## config.mk

```make
export PLATFORM = sky130hd
export DESIGN_NAME = prog_delay_line
export DESIGN_NICKNAME = d
export VERILOG_FILES = /design/src/rtl/prog_delay_pkg.sv /design/src/rtl/delay_tap_mux.sv /design/src/rtl/prog_delay_line.sv
export SDC_FILE = /design/constraint.sdc
export NUM_CORES = 1
export LEC_CHECK = 0
export BUFFER_PORTS_ARGS = -buffer_cell sky130_fd_sc_hd__buf_4
export CORE_ASPECT_RATIO = 0.75
export CORE_MARGIN = 2
export CORE_UTILIZATION = 49
export CTS_CLUSTER_DIAMETER = 200
export DETAILED_ROUTE_END_ITERATION = 8
export PLACE_DENSITY_LB_ADDON = 0.1
export SYNTH_ARGS = -nofsm -noshare
export SYNTH_HDL_FRONTEND = slang
export SYNTH_HIERARCHICAL = 1
export SYNTH_SLANG_ARGS = --single-unit
```

## constraint.sdc

```tcl
create_clock -name i_clk -period 6.7 [get_ports i_clk]
set_input_delay 1.675 -clock i_clk [delete_from_list [all_inputs] [get_ports i_clk]]
set_output_delay 1.675 -clock i_clk [all_outputs]
set_load 0.05 [all_outputs]
```

## src/rtl/prog_delay_pkg.sv

```systemverilog
// Purpose  : shared helpers for the programmable delay line (select width, select clamping).
// Latency  : n/a (package only).
// Backpres.: n/a; the delay line has no ready path, only a freeze enable.
//
// Contents:
//   DEF_WIDTH / DEF_MAX_DELAY : default build parameters
//   sel_width()  : width of a select that can encode 0..MAX_DELAY
//   clamp_sel()  : maps a requested delay onto the legal range 1..MAX_DELAY
// The {valid, data} stage struct depends on WIDTH, so it is declared inside
// the top module and handed to the tap mux as a type parameter.
package prog_delay_pkg;

    localparam int DEF_WIDTH     = 8;
    localparam int DEF_MAX_DELAY = 16;

    function automatic int sel_width(input int max_delay);
        return $clog2(max_delay + 1);
    endfunction

    // 0 means "as short as possible", anything past the deepest tap means
    // "as deep as possible".
    function automatic int clamp_sel(input int sel, input int max_delay);
        if (sel == 0) begin
            return 1;
        end else if (sel > max_delay) begin
            return max_delay;
        end else begin
            return sel;
        end
    endfunction

endpackage : prog_delay_pkg

```

## src/rtl/delay_tap_mux.sv

```systemverilog
// Purpose  : MAX_DELAY:1 selection of one {valid, data} stage by the registered delay select.
// Latency  : combinational, 0 cycles.
// Backpres.: none; pure mux.
//
// Ports:
//   i_taps  : stage array, index 1 is the youngest word
//   i_sel   : registered delay (1..MAX_DELAY); any other code falls back to tap 1
//   o_stage : the selected stage
module delay_tap_mux #(
    parameter int  MAX_DELAY = 16,
    parameter int  SEL_W     = 5,
    parameter type stage_t   = logic [8:0]
) (
    input  stage_t           i_taps [1:MAX_DELAY],
    input  logic [SEL_W-1:0] i_sel,
    output stage_t           o_stage
);

    always_comb begin
        o_stage = i_taps[1];
        for (int k = 1; k <= MAX_DELAY; k++) begin
            if (i_sel == SEL_W'(k)) begin
                o_stage = i_taps[k];
            end
        end
    end

endmodule : delay_tap_mux

```

## src/rtl/prog_delay_line.sv

```systemverilog
// Purpose  : runtime-programmable, cycle-exact delay line for a WIDTH-bit bus with valid tracking.
// Latency  : sel_q enabled cycles (1..MAX_DELAY); valid_out masked for sel_q enabled cycles after a retune.
// Backpres.: no ready; i_en=0 freezes all state and holds the outputs.
//
// Optional feature macro: PROG_DELAY_SELERR_EN adds the sticky o_sel_err port.
//
// Ports:
//   i_clk        : clock, all state on the rising edge
//   i_rst        : synchronous active-high reset, dominates i_en
//   i_en         : advance enable
//   i_valid_in   : qualifier for i_data_in
//   i_data_in    : input word
//   i_delay_sel  : requested delay in enabled cycles (clamped to 1..MAX_DELAY)
//   o_valid_out  : qualifier for o_data_out
//   o_data_out   : delayed word
//   o_sel_err    : sticky out-of-range request flag (PROG_DELAY_SELERR_EN only)
module prog_delay_line
    import prog_delay_pkg::*;
#(
    parameter  int WIDTH     = DEF_WIDTH,
    parameter  int MAX_DELAY = DEF_MAX_DELAY,
    localparam int SEL_W     = sel_width(MAX_DELAY)
) (
    input  logic             i_clk,
    input  logic             i_rst,
    input  logic             i_en,
    input  logic             i_valid_in,
    input  logic [WIDTH-1:0] i_data_in,
    input  logic [SEL_W-1:0] i_delay_sel,
    output logic             o_valid_out,
    output logic [WIDTH-1:0] o_data_out
`ifdef PROG_DELAY_SELERR_EN
    ,
    output logic             o_sel_err
`endif
);

    typedef struct packed {
        logic             vld;
        logic [WIDTH-1:0] dat;
    } stage_t;

    localparam logic [SEL_W-1:0] SEL_MAX = SEL_W'(MAX_DELAY);
    localparam logic [SEL_W-1:0] SEL_ONE = SEL_W'(1);

    stage_t           r_tap [1:MAX_DELAY];
    logic [SEL_W-1:0] r_sel_q;
    logic [SEL_W-1:0] r_fill_cnt;

    logic [SEL_W-1:0] w_sel_clamped;
    logic             w_retune;
    stage_t           w_sel_stage;

    assign w_sel_clamped = SEL_W'(clamp_sel(int'(i_delay_sel), MAX_DELAY));
    assign w_retune      = (w_sel_clamped != r_sel_q);

    // Shift register, effective delay and refill counter.
    always_ff @(posedge i_clk) begin
        if (i_rst) begin
            for (int k = 1; k <= MAX_DELAY; k++) begin
                r_tap[k] <= '0;
            end
            r_sel_q    <= SEL_ONE;
            r_fill_cnt <= '0;
        end else if (i_en) begin
            r_tap[1] <= '{vld: i_valid_in, dat: i_data_in};
            for (int k = 2; k <= MAX_DELAY; k++) begin
                r_tap[k] <= r_tap[k-1];
            end
            r_sel_q <= w_sel_clamped;
            // A retune restarts the refill count: words already in the line
            // were timed for the old delay and must not surface as valid.
            if (w_retune) begin
                r_fill_cnt <= '0;
            end else if (r_fill_cnt != SEL_MAX) begin
                r_fill_cnt <= r_fill_cnt + SEL_ONE;
            end
        end
    end

    delay_tap_mux #(
        .MAX_DELAY (MAX_DELAY),
        .SEL_W     (SEL_W),
        .stage_t   (stage_t)
    ) u_tap_mux (
        .i_taps  (r_tap),
        .i_sel   (r_sel_q),
        .o_stage (w_sel_stage)
    );

    // Outputs depend only on registers; no combinational path from i_data_in.
    assign o_data_out  = w_sel_stage.dat;
    assign o_valid_out = w_sel_stage.vld && (r_fill_cnt >= r_sel_q);

`ifdef PROG_DELAY_SELERR_EN
    logic r_sel_err;
    logic w_sel_oor;

    assign w_sel_oor = (i_delay_sel == '0) || (i_delay_sel > SEL_MAX);

    always_ff @(posedge i_clk) begin
        if (i_rst) begin
            r_sel_err <= 1'b0;
        end else if (i_en && w_sel_oor) begin
            r_sel_err <= 1'b1;
        end
    end

    assign o_sel_err = r_sel_err;
`endif

endmodule : prog_delay_line
```

* After elaboration in Yosys (flattened, before gate mapping)
Cells that the tools add are included.
** Storage, ports and cells
- Flip-flop bits (word level) :: 154
- Input bits :: 17
** Cells by class
- $add $sub $neg :: 1
- Equal/unequal tests :: 17
- Muxes and demuxes :: 19
- Order comparisons :: 2
- Reduce and logical (&&, ||, !) cells :: 4
** Operators by type and width (count)
- 9-bit 2-to-1 mux :: 15
- 5-bit by 4-bit == test with 1-bit output (second input constant) :: 8
- 5-bit by 3-bit == test with 1-bit output (second input constant) :: 4
- 5-bit 2-to-1 mux :: 4
- 5-bit by 2-bit == test with 1-bit output (second input constant) :: 2
- 5-bit by 1-bit adder with 5-bit output (second input constant) :: 1
- 5-bit == test (second input constant) :: 1
- 5-bit greater-or-equal comparator :: 1
- 5-bit > comparator (second input constant) :: 1
- 5-bit zero test :: 1
- 5-bit != test :: 1
- 5-bit != test (second input constant) :: 1
- 2-bit AND reduction :: 1
- 2-bit nonzero test :: 1
- 1-bit logical AND :: 1

* Longest topological paths before layout
Gate-level depths: netlist of run 1.
- Depth in word-level cells :: 17
- Mapped depth :: 10
- Mapped depth without buffers :: 7

* Cells and area by module
Netlist of run 1, hierarchy kept.
** By module, submodules not included
- prog_delay_line :: cells each 548, times used 1, area an instance 5689.2 um^2
- delay_tap_mux :: cells each 298, times used 1, area an instance 1920.6 um^2

* Least setup slack after synthesis of run 1
Ideal clock, no wire load.
- Kind :: register to output
- Start point :: register r_sel_q[0]
- End point :: output o_data_out[1]
- Data required time :: 5.025 ns
- Cell stages (with the launch flop) :: 8
- Data arrival time :: 2.563 ns
- Path buffers :: 2
- Path slack :: 2.462 ns
- Cell sequence :: dfxtp_1 -> buf_4 -> clkbuf_1 -> nor3b_2 -> nand3_1 -> o311ai_1 -> a211oi_1 -> nor3_1
** Between the ends
- Word-level cells in the longest chain between the ends :: 16
- Elaborated cells between the ends (all ways) :: 30
- Classes of those cells :: eq/ne: 15; mux: 15
** RTL lines
- start: declaration :: line prog_delay_line.sv:47 : logic [SEL_W-1:0] r_sel_q;
- start signal: assignment :: line prog_delay_line.sv:70 : r_sel_q <= w_sel_clamped;
- 5-bit by 2-bit == test with 1-bit output :: line delay_tap_mux.sv:22 : if (i_sel == SEL_W'(k)) begin
- 9-bit 2-to-1 mux (14 in series) :: line delay_tap_mux.sv:22
- 9-bit 2-to-1 mux (*) :: line delay_tap_mux.sv:22
- end: declaration :: line prog_delay_line.sv:31 : output logic [WIDTH-1:0] o_data_out
Every way passes the cells marked *; elsewhere a longest branch is shown, timed or not.

==> flow_summary.yaml, run 1 <==
clock_network:
  cts_sinks: 154
  worstSkewPairLatency_ns: 0.43
  cts_buffer_depth: 2
  cts_resized: 0
  cts_setup_buffers: 0
  postCtsHoldBufs: 0
  clkTransAtPathRegs_ns: 0.06
  h-tree-depth: 4
  root_buffer: "clkbuf_16"
  numCtsBuffers: 17
  cts_tree: "done"
synthesis:
  synth_warnings: 6
  synthFlopType: "dfxtp_1"
  ys_types: 69
  netlist_area_um2: 7610
  synth-edff-count: 0
  ys_top_cells_by_count: "nor2_1, dfxtp_1, mux2i_1"
  syn_nets: 870
  synthCells: 846
  avgSynthCellArea_um2: 9.00
  yosysTopAreaCellShare_pct: 40.5
  synth.area.top_cells: "dfxtp_1, mux2i_1, nor2_1, clkbuf_1, nand3_1"
  ys_seq_area_share_pct: 40.5
  yosysMostFrequentCell: "nor2_1"
  ys_async_sr_fraction_pct: 0
  synth.largest_area_cell: "dfxtp_1"
  ys_ff_latch: 154
die:
  fp.dieArea_um2: 16600
  start_util_pct: 50.0
  core-area_um2: 15200
  dieWidth_um: 148
  num_rows: 39
  fp.dieH_um: 112
  io_pins: 26
setup_path:
  r2r_start: "r_sel_q[0]"
  worstSetupPathType: "flop to output pin"
  path_max_fanout: 38
  crit_end: "o_valid_out"
  cp-start-kind: "flop"
  crit_start: "r_sel_q[0]"
  arrival_ns: 3.48
  r2r_slack_ns: 4.14
  end_kind: "output pin"
  required_ns: 5.03
  reg2regPathDepth: 5
  r2r_end: "r_fill_cnt[2]"
finish:
  multi_input_area_um2: 4190
  synthToLayoutAreaGrowth_pct: 10.1
  fill_cells: 1383
  seq_area_um2: 3080
  antennaDiodeCount: 0
  stdcell_count: 1046
  layout-drive-gt1-share_pct: 11.8
  final_nets: 855
run_status:
  run_status: "completed"
grt:
  gr-max-usage-layer: "met1"
  grtUsageMet2_pct: 33.1
  grt_pass1_vias: 5728
  grt_overflow: 0
  met1_usage_pct: 36.2
  grt_first_pass_wirelength_um: 31200
  grt_start_max_net_pins: 101
  antenna_found_initial: 0
  met3_usage_pct: 5.61
  grtUsageTotal_pct: 23.8
route:
  firstDrtPassIters: 6
  totalWireLength_um: 19100
  drc: 0
  ant_nets: 0
  vias_per_cell: 5.91
  drt-initial-drc-count: 649
  wire_per_inst_um: 18.2
  vias: 6187
placed_design:
  gp_congestion: 0.897
  place_ws_ns: 2.06
  dpl.hpwl_um: 12900
  io_buffers: 25
  place_inst: 1017
power_and_ir_drop:
  irDropWorstVdd_mv: 0.173
  p_leak_nw: 3.40
  power.density_nw_per_um2: 245
flow_run:
  maxCapViolations: 0
timing:
  fin_crit_sh_pct: 76.9
  fin_ws_ns: 1.55
  rsz0062_at_grt: "false"
  final_hold_viol_count: 0
  finalClockSkew_ns: 0.0100
  drv_slew: 0
  setup_viol: 0
  fmax_ghz: 0.194
  finalSetupTns_ns: 0
  relSlewSlack_pct: 22.0
  worst_pin_slew_ns: 1.17
  timing.final.crit_period_ns: 5.15
worst_hold_path:
  min_path_type: "flop to flop"
-- logic make-up (layout without fill, tap and decap cells) --
family / Yosys count / in the layout / share of synthesized area, %
compound gates: 127 / 127 / 11.6
xor+xnor: 2 / 2 / 0.230
fa+ha+maj: 7 / 7 / 1.15
buf+inv: 80 / 75 / 4.39
flops: 154 / 154 / 40.5
mux: 153 / 153 / 20.1
simple gates: 323 / 323 / 22.0
-- cells in the final DEF, fill, tap and decap left out, types with 13 or more instances in the layout --
| cell type | instances |
|---|---|
| o21ai_0 | 18 |
| nor2_1 | 171 |
| or3b_2 | 13 |
| nand3_1 | 25 |
| mux2i_1 | 153 |
| buf_4 | 32 |
| nor3_1 | 17 |
| inv_1 | 13 |
| dfxtp_1 | 154 |
| a21oi_1 | 22 |
| clkbuf_16 | 17 |
-- worst min path at each step --
stage,end,startpoint,slack [ns],cells past startpoint
5_1_grt,r_tap[8],r_tap[8],0.54,2
3_5_place_dp,r_tap[5],r_tap[5],0.48,2
4_1_cts,r_tap[4],r_tap[4],0.50,2
2_1_floorplan,r_tap[1],r_tap[1],0.46,2
3_3_place_gp,r_tap[4],r_tap[4],0.49,2
6_report,r_tap[4],r_tap[4],0.50,2
-- where the power goes --
part / internal (mW) / switching [mW] / total (mW)
clock network: 0.530 / 0.367 / 0.897
registers: 0.924 / 0.0145 / 0.939
logic: 0.0797 / 0.134 / 0.214
total: 1.53 / 0.515 / 2.05
-- layer usage --
layer,share of wire [%],wire length [um]
met2,42,7940
met1,51,9690
met5,0,0
met4,1.3,250
met3,6.2,1190
-- final cells by class --
cell class                 instances  area share [%]
clock buffer                      21            5.62
inverter                          13           0.582
clock inverter                     8           0.866
timing repair buffer              33            3.03
sequential                       154            36.8
multi-input combinational        612            50.0
tap                              205            3.06
-- critical path, stage by stage, from the launching register on --
cell and delay (ns):
dfxtp_1 1.10, nor2_1 0.28, nand3_2 0.36, o22ai_1 0.17, or4_1 0.54, o22ai_1 0.14, o21ai_0 0.11, a21oi_1 0.13
buf_4 0.21
-- per-stage QoR --
stage	area (um^2)	total power, mW	hold slack (ns)	util, %
global placement	7840	1.17	0.491	51.5
finish	8380	2.05	0.499	55.0
CTS	8380	2.07	0.501	55.0
detailed placement	7840	1.17	0.484	51.5
global route	8380	2.12	0.537	55.0
floorplan	7610	1.12	0.461	-
-- sequential cells by signal, summed over array words and instances (netlist names) --
name / count
r_fill_cnt: 5
r_tap: 144
r_sel_q: 5
No activity file was read; power rests on OpenSTA's default activity.
==> inputs of run 2 (changes only) <==
--- a/config.mk
+++ b/config.mk
@@ -5,6 +5,7 @@
 export SDC_FILE = /design/constraint.sdc
 export NUM_CORES = 1
 export LEC_CHECK = 0
+export ABC_AREA = 1
 export BUFFER_PORTS_ARGS = -buffer_cell sky130_fd_sc_hd__buf_4
 export CORE_ASPECT_RATIO = 0.75
 export CORE_MARGIN = 2
==> constraint.sdc (replaced) <==
create_clock -name i_clk -period 5.2 [get_ports i_clk]
set_input_delay 1.3 -clock i_clk [delete_from_list [all_inputs] [get_ports i_clk]]
set_output_delay 1.3 -clock i_clk [all_outputs]
set_load 0.05 [all_outputs]
==> run 2 against run 1 <==
Against the previous run: clock power grew 42%; first-iteration DRC count grew 6.3%; flip-flop and latch count is the same; via count grew 13%; clock-buffer cell count grew 1; non-clock buffer count grew 2; final cell count grew 29%; worst setup slack lost 0.84 ns; sequential power grew 41%; register-to-register slack lost 0.41 ns; global-route usage grew 0.71 points; utilization shrank 0.16 points; critical path type unchanged.
==> flow_summary.yaml, run 2 <==
run_status:
  run_status: "completed"
grt:
  grt_overflow: 0
  grt_start_max_net_pins: 87
  grt_first_pass_wirelength_um: 32200
  antenna_found_initial: 0
  grt_pass1_vias: 6251
  grtUsageTotal_pct: 24.5
setup_path:
  reg2regPathDepth: 11
  path_max_fanout: 12
  required_ns: 3.90
  worst-path-buf-inv: 4
  slowest_stage: "dfxtp_1"
  worst-path-stages: 21
  critPathTopFamily: "simple AND/OR/NAND/NOR gates"
  critical_path.cell_chain: "inv_1 -> nor3_1 -> nand2_1 -> inv_1 -> nand2_1 -> nand2_1 -> inv_1 -> nand2_1 -> nand2_1 -> nand2_1 -> nand3_1 -> nand3_1 -> nand3_1 -> nand3_1 -> nand2_1 -> nand2_1 -> nand2_1 -> nand2_1 -> nand2_1 -> nand2_1 -> buf_4"
  end_kind: "output pin"
  critPathMaxStageDelay_ns: 0.49
  arrival_ns: 3.19
  cp-start-kind: "flop"
  crit_top_cell: "nand2_1"
  worstSetupPathType: "flop to output pin"
synthesis:
  synth-xor-area-share_pct: 0.350
  yosysTopAreaCellShare_pct: 41.0
  ys_seq_area_share_pct: 41.0
  synth_warnings: 6
  synthSimpleGateAreaFrac_pct: 34.4
  synth_top_family_by_area: "simple AND/OR/NAND/NOR gates"
  synthCells: 1142
  synth.area.top_cells: "dfxtp_1, nor2_1, o21ai_0, nand2_1, inv_1"
  netlist_area_um2: 7510
  yosysMostFrequentCell: "nor2_1"
  synth.largest_area_cell: "dfxtp_1"
  synth-compound-area-share_pct: 14.4
  avgSynthCellArea_um2: 6.58
  ys_types: 31
  synthFlopType: "dfxtp_1"
  synth.mux.area_fraction_pct: 0
  ys_ff_latch: 154
  synth_fa_ha_area_share_pct: 1.17
  syn_nets: 1166
  ys_top_cells_by_count: "nor2_1, nand2_1, o21ai_0"
  ys_async_sr_fraction_pct: 0
  synth-edff-count: 0
power_and_ir_drop:
  p_leak_nw: 3.77
  p_sw_share_pct: 27.9
  irDropWorstVdd_mv: 0.245
  power.density_nw_per_um2: 361
  p_int_mw: 2.16
  power_frac_seq_pct: 44.1
  p_comb_share_pct: 13.5
  netSwitchingPower_mw: 0.836
  p_clk_share_pct: 42.5
finish:
  antennaDiodeCount: 0
  largest_register_ffs: 144
  top_regs: "r_tap x144, r_fill_cnt x5, r_sel_q x5"
  final_nets: 1159
  synthToLayoutAreaGrowth_pct: 10.5
  stdcell_count: 1353
  layout_commonest_cell: "nor2_1"
  layout-drive-gt1-share_pct: 9.15
  layout_common_cells: "nor2_1, nand2_1, o21ai_0"
  regMostFlops: "r_tap"
die:
  start_util_pct: 49.7
  io_pins: 26
  num_rows: 39
  dieWidth_um: 147
  core-area_um2: 15100
  fp.dieArea_um2: 16400
  fp.dieH_um: 111
timing:
  holdWs_ns: 0.498
  relSlewSlack_pct: 40.9
  rsz0062_at_grt: "false"
  final_hold_viol_count: 0
  worst_pin_slew_ns: 0.886
  fmax_ghz: 0.223
  timing.final.crit_period_ns: 4.49
  drv_slew: 0
  finalSetupTns_ns: 0
  finalClockSkew_ns: 0.0138
  fin_crit_sh_pct: 86.4
  setup_viol: 0
  fin_ws_ns: 0.709
route:
  dr_wl_met3_um: 1200
  vias: 6995
  totalWireLength_um: 19400
  firstDrtPassIters: 5
  ant_nets: 0
  drc: 0
  vias_per_cell: 5.17
  wire_per_inst_um: 14.3
  top_layer_used: "met4"
  met2_length_um: 7900
  drt-initial-drc-count: 690
  wl_met1_um: 10100
clock_network:
  cts_sinks: 154
  cts_resized: 0
  postCtsHoldBufs: 0
  worstSkewPairLatency_ns: 0.43
  cts_buffer_depth: 2
  clkTransAtPathRegs_ns: 0.06
  h-tree-depth: 4
  cts_setup_buffers: 0
  cts_tree: "done"
  numCtsBuffers: 17
  root_buffer: "clkbuf_16"
worst_hold_path:
  min_path_type: "flop to flop"
  whs_path_depth: 2
placed_design:
  place_inst: 1321
  gp_congestion: 0.809
  place_ws_ns: 1.21
  io_buffers: 25
  dpl.hpwl_um: 12000
flow_run:
  maxCapViolations: 0
[run 2: routing by layer]
layer | vias up | global-route usage (%)
met3 | 14 | 5.43
met4 | 0 | 6.35
li1 | 3610 | -
met1 | 3206 | 38.0
met2 | 165 | 33.9
met5 | - | 0
[run 2: final cells by class]
type,instances,area (um^2)
Fill cell,1515,6830
Multi-Input combinational cell,847,3780
Sequential cell,154,3080
Clock buffer,22,454
Inverter,80,304
Timing Repair Buffer,35,275
Tap cell,205,256
Clock inverter,10,144
[run 2: tightest hold or removal path, delay by kind of cell, from the launching register on]
family           cells  cell delay, ns
and+or+nand+nor      2            0.15
DFF                  1            0.32
[run 2: power groups by stage]
stage	combinational [mW]	sequential, mW	clock (mW)
final	0.403	1.32	1.27
after global routing	0.460	1.33	1.34
after CTS	0.402	1.32	1.29
after detailed placement	0.400	1.34	0
after global placement	0.397	1.34	0
after floorplan	0.312	1.32	0
[run 2: stage by stage]
step | power, mW | area, um^2 | util (%)
finish | 2.99 | 8300 | 54.9
global route | 3.13 | 8300 | 54.9
global placement | 1.74 | 7700 | 50.9
CTS | 3.01 | 8300 | 54.9
floorplan | 1.63 | 7510 | -
detailed placement | 1.74 | 7700 | 50.9
[run 2: path summary, 6_finish.rpt]
kind	start	endpoint	slack, ns
hold reg to reg	r_tap[83]	r_tap[74]	0.50
setup reg to reg	r_sel_q[1]	r_fill_cnt[2]	3.73
setup / recovery	r_sel_q[0]	o_data_out[2]	0.71
hold / removal	r_tap[83]	r_tap[74]	0.50
[run 2: cells by family after synthesis]
group | Yosys count
xor gates and xnor gates | 3
DFF | 154
adders and majority gates | 7
AOI/OAI and AO/OA | 212
buffers and inverters | 141
and+or+nand+nor | 625
==> inputs of run 3 (changes only) <==
--- a/config.mk
+++ b/config.mk
@@ -15,5 +15,4 @@
 export PLACE_DENSITY_LB_ADDON = 0.1
 export SYNTH_ARGS = -nofsm -noshare
 export SYNTH_HDL_FRONTEND = slang
-export SYNTH_HIERARCHICAL = 1
 export SYNTH_SLANG_ARGS = --single-unit
==> run 3 against run 2 <==
Against the previous run: largest cell class unchanged; design area shrank 2.8%; wire length shrank 6.0%; clock power is essentially flat; highest routed layer unchanged; sequential share of layout area grew 1.1 points; combinational power shrank 5.7%.
==> flow_summary.yaml, run 3 <==
placed_design:
  io_buffers: 25
  dpl.hpwl_um: 11600
  gp_congestion: 0.784
  place_inst: 1246
  place_ws_ns: 1.24
finish:
  stdcell_count: 1278
  layout_commonest_cell: "nor2_1"
  layout-drive-gt1-share_pct: 9.74
  synthToLayoutAreaGrowth_pct: 11.9
  final_nets: 1089
  top_regs: "r_tap x144, r_fill_cnt x5, r_sel_q x5"
  antennaDiodeCount: 0
  layout_common_cells: "nor2_1, nand2_1, o21ai_0"
  largest_register_ffs: 144
  regMostFlops: "r_tap"
  seq_area_um2: 3080
  fill_cells: 1423
  multi_input_area_um2: 3560
synthesis:
  netlist_area_um2: 7210
  synth_warnings: 0
  ys_seq_area_share_pct: 42.8
  yosysTopAreaCellShare_pct: 42.8
  avgSynthCellArea_um2: 6.71
  ys_types: 34
  synthCells: 1074
  synth-edff-count: 0
  ys_async_sr_fraction_pct: 0
  ys_ff_latch: 154
  synth.largest_area_cell: "dfxtp_1"
  synthFlopType: "dfxtp_1"
  yosysMostFrequentCell: "nor2_1"
  syn_nets: 1098
  synth.area.top_cells: "dfxtp_1, nor2_1, o21ai_0, nand2_1, a21oi_1"
  ys_top_cells_by_count: "nor2_1, nand2_1, o21ai_0"
timing:
  final_hold_viol_count: 0
  fin_ws_ns: 0.815
  drv_slew: 0
  rsz0062_at_grt: "false"
  finalSetupTns_ns: 0
  timing.final.crit_period_ns: 4.39
  fin_crit_sh_pct: 84.3
  relSlewSlack_pct: 40.9
  fmax_ghz: 0.228
  finalClockSkew_ns: 0.00674
  worst_pin_slew_ns: 0.887
  setup_viol: 0
route:
  totalWireLength_um: 18200
  drt-initial-drc-count: 688
  firstDrtPassIters: 5
  vias_per_cell: 5.26
  ant_nets: 0
  vias: 6722
  drc: 0
  wire_per_inst_um: 14.2
clock_network:
  worstSkewPairLatency_ns: 0.43
  numCtsBuffers: 17
  cts_tree: "done"
  cts_buffer_depth: 2
  h-tree-depth: 4
  root_buffer: "clkbuf_16"
  clkTransAtPathRegs_ns: 0.06
  cts_resized: 0
  postCtsHoldBufs: 0
  cts_sinks: 154
  cts_setup_buffers: 0
setup_path:
  path_max_fanout: 10
  required_ns: 3.90
  worstSetupPathType: "flop to output pin"
  end_kind: "output pin"
  cp-start-kind: "flop"
  arrival_ns: 3.09
grt:
  grt_start_max_net_pins: 115
  grt_first_pass_wirelength_um: 30300
  grt_pass1_vias: 5845
  antenna_found_initial: 0
  grtUsageTotal_pct: 24.6
  grt_overflow: 0
die:
  start_util_pct: 50.0
  core-area_um2: 14400
  num_rows: 38
  fp.dieArea_um2: 15700
  fp.dieH_um: 109
  dieWidth_um: 144
  io_pins: 26
worst_hold_path:
  min_path_type: "flop to flop"
run_status:
  run_status: "completed"
power_and_ir_drop:
  p_leak_nw: 3.56
  irDropWorstVdd_mv: 0.212
  power.density_nw_per_um2: 369
flow_run:
  maxCapViolations: 0
==> run 3: cell count changes after synthesis, sizes merged, moves of 2 or more <==
cell    previous run  this run
nor3               1         3
clkbuf            30        49
o21ai            172       167
or2               21        17
a211oi             1         3
nor2             346       256
a21oi             31        74
o211ai             6         4
buf               31        10
clkinv             1         3
nand2            193       175
==> run 3: critical path: stages (launching register included) <==
cell and delay, ns:
dfxtp_1 0.45, inv_2 0.15, nor3_1 0.33, nand2_2 0.27
clkinv_2 0.20, nand2_1 0.07, nand2_1 0.06, inv_1 0.04
nand2_1 0.06, nand2_1 0.05, nand2_1 0.07, nand3_1 0.07
nand3_1 0.09, nand3_1 0.08, nand2_1 0.07, nand2_1 0.05
nand3_1 0.07, nand2_1 0.10, nand2_1 0.07, nand2_1 0.05
nand2_1 0.06, buf_4 0.19
==> run 3: metal layers <==
metal	vias up	wire length [um]	GRT usage [%]
li1	3450	-	-
met1	3066	9790	39.7
met2	195	7020	31.9
met3	11	1210	5.18
met4	0	189	7.07
met5	-	0	0
==> run 3: kinds of logic (layout without fill, tap and decap cells) <==
| family | count (synthesis) | count (layout) | synth area share, % |
|---|---|---|---|
| AOI/OAI and AO/OA | 251 | 251 | 17.8 |
| xor gates and xnor gates | 3 | 3 | 0.365 |
| adders and majority gates | 7 | 7 | 1.22 |
| buffers and inverters | 141 | 145 | 7.78 |
| DFF | 154 | 154 | 42.8 |
| and+or+nand+nor | 518 | 518 | 30.1 |
==> run 3: final cells by class <==
type                       count  share of cell area (%)
clock buffer                  18                    5.44
clock inverter                14                    2.14
inverter                      82                    3.89
multi-input combinational    779                    44.2
sequential                   154                    38.2
tap                          200                    3.10
timing repair buffer          31                    3.04
==> run 3: power by group <==
part / internal, mW / leakage [nW] / switching, mW
clock: 0.769 / 0.296 / 0.517
sequential: 1.25 / 1.27 / 0.0562
combinational: 0.122 / 1.99 / 0.258
==> run 3: per-stage QoR <==
stage                     hold slack, ns  utilization (%)  total power [mW]  instance area [um^2]
after global placement             0.466             51.7              1.71                  7450
after detailed placement           0.470             51.7              1.71                  7450
after CTS                          0.476             56.0              3.00                  8070
after global routing               0.506             56.0              3.10                  8070
final                              0.476             56.0              2.98                  8070
after floorplan                    0.445                -              1.60                  7210
==> run 3: final timing paths <==
path	startpoint	to	slack, ns	cells past startpoint
worst max-delay path	r_sel_q[0]	o_data_out[5]	0.81	21
worst min-delay path	r_tap[75]	r_tap[66]	0.48	2
worst max register to register	r_sel_q[3]	r_fill_cnt[4]	3.46	9
worst min register to register	r_tap[75]	r_tap[66]	0.48	2
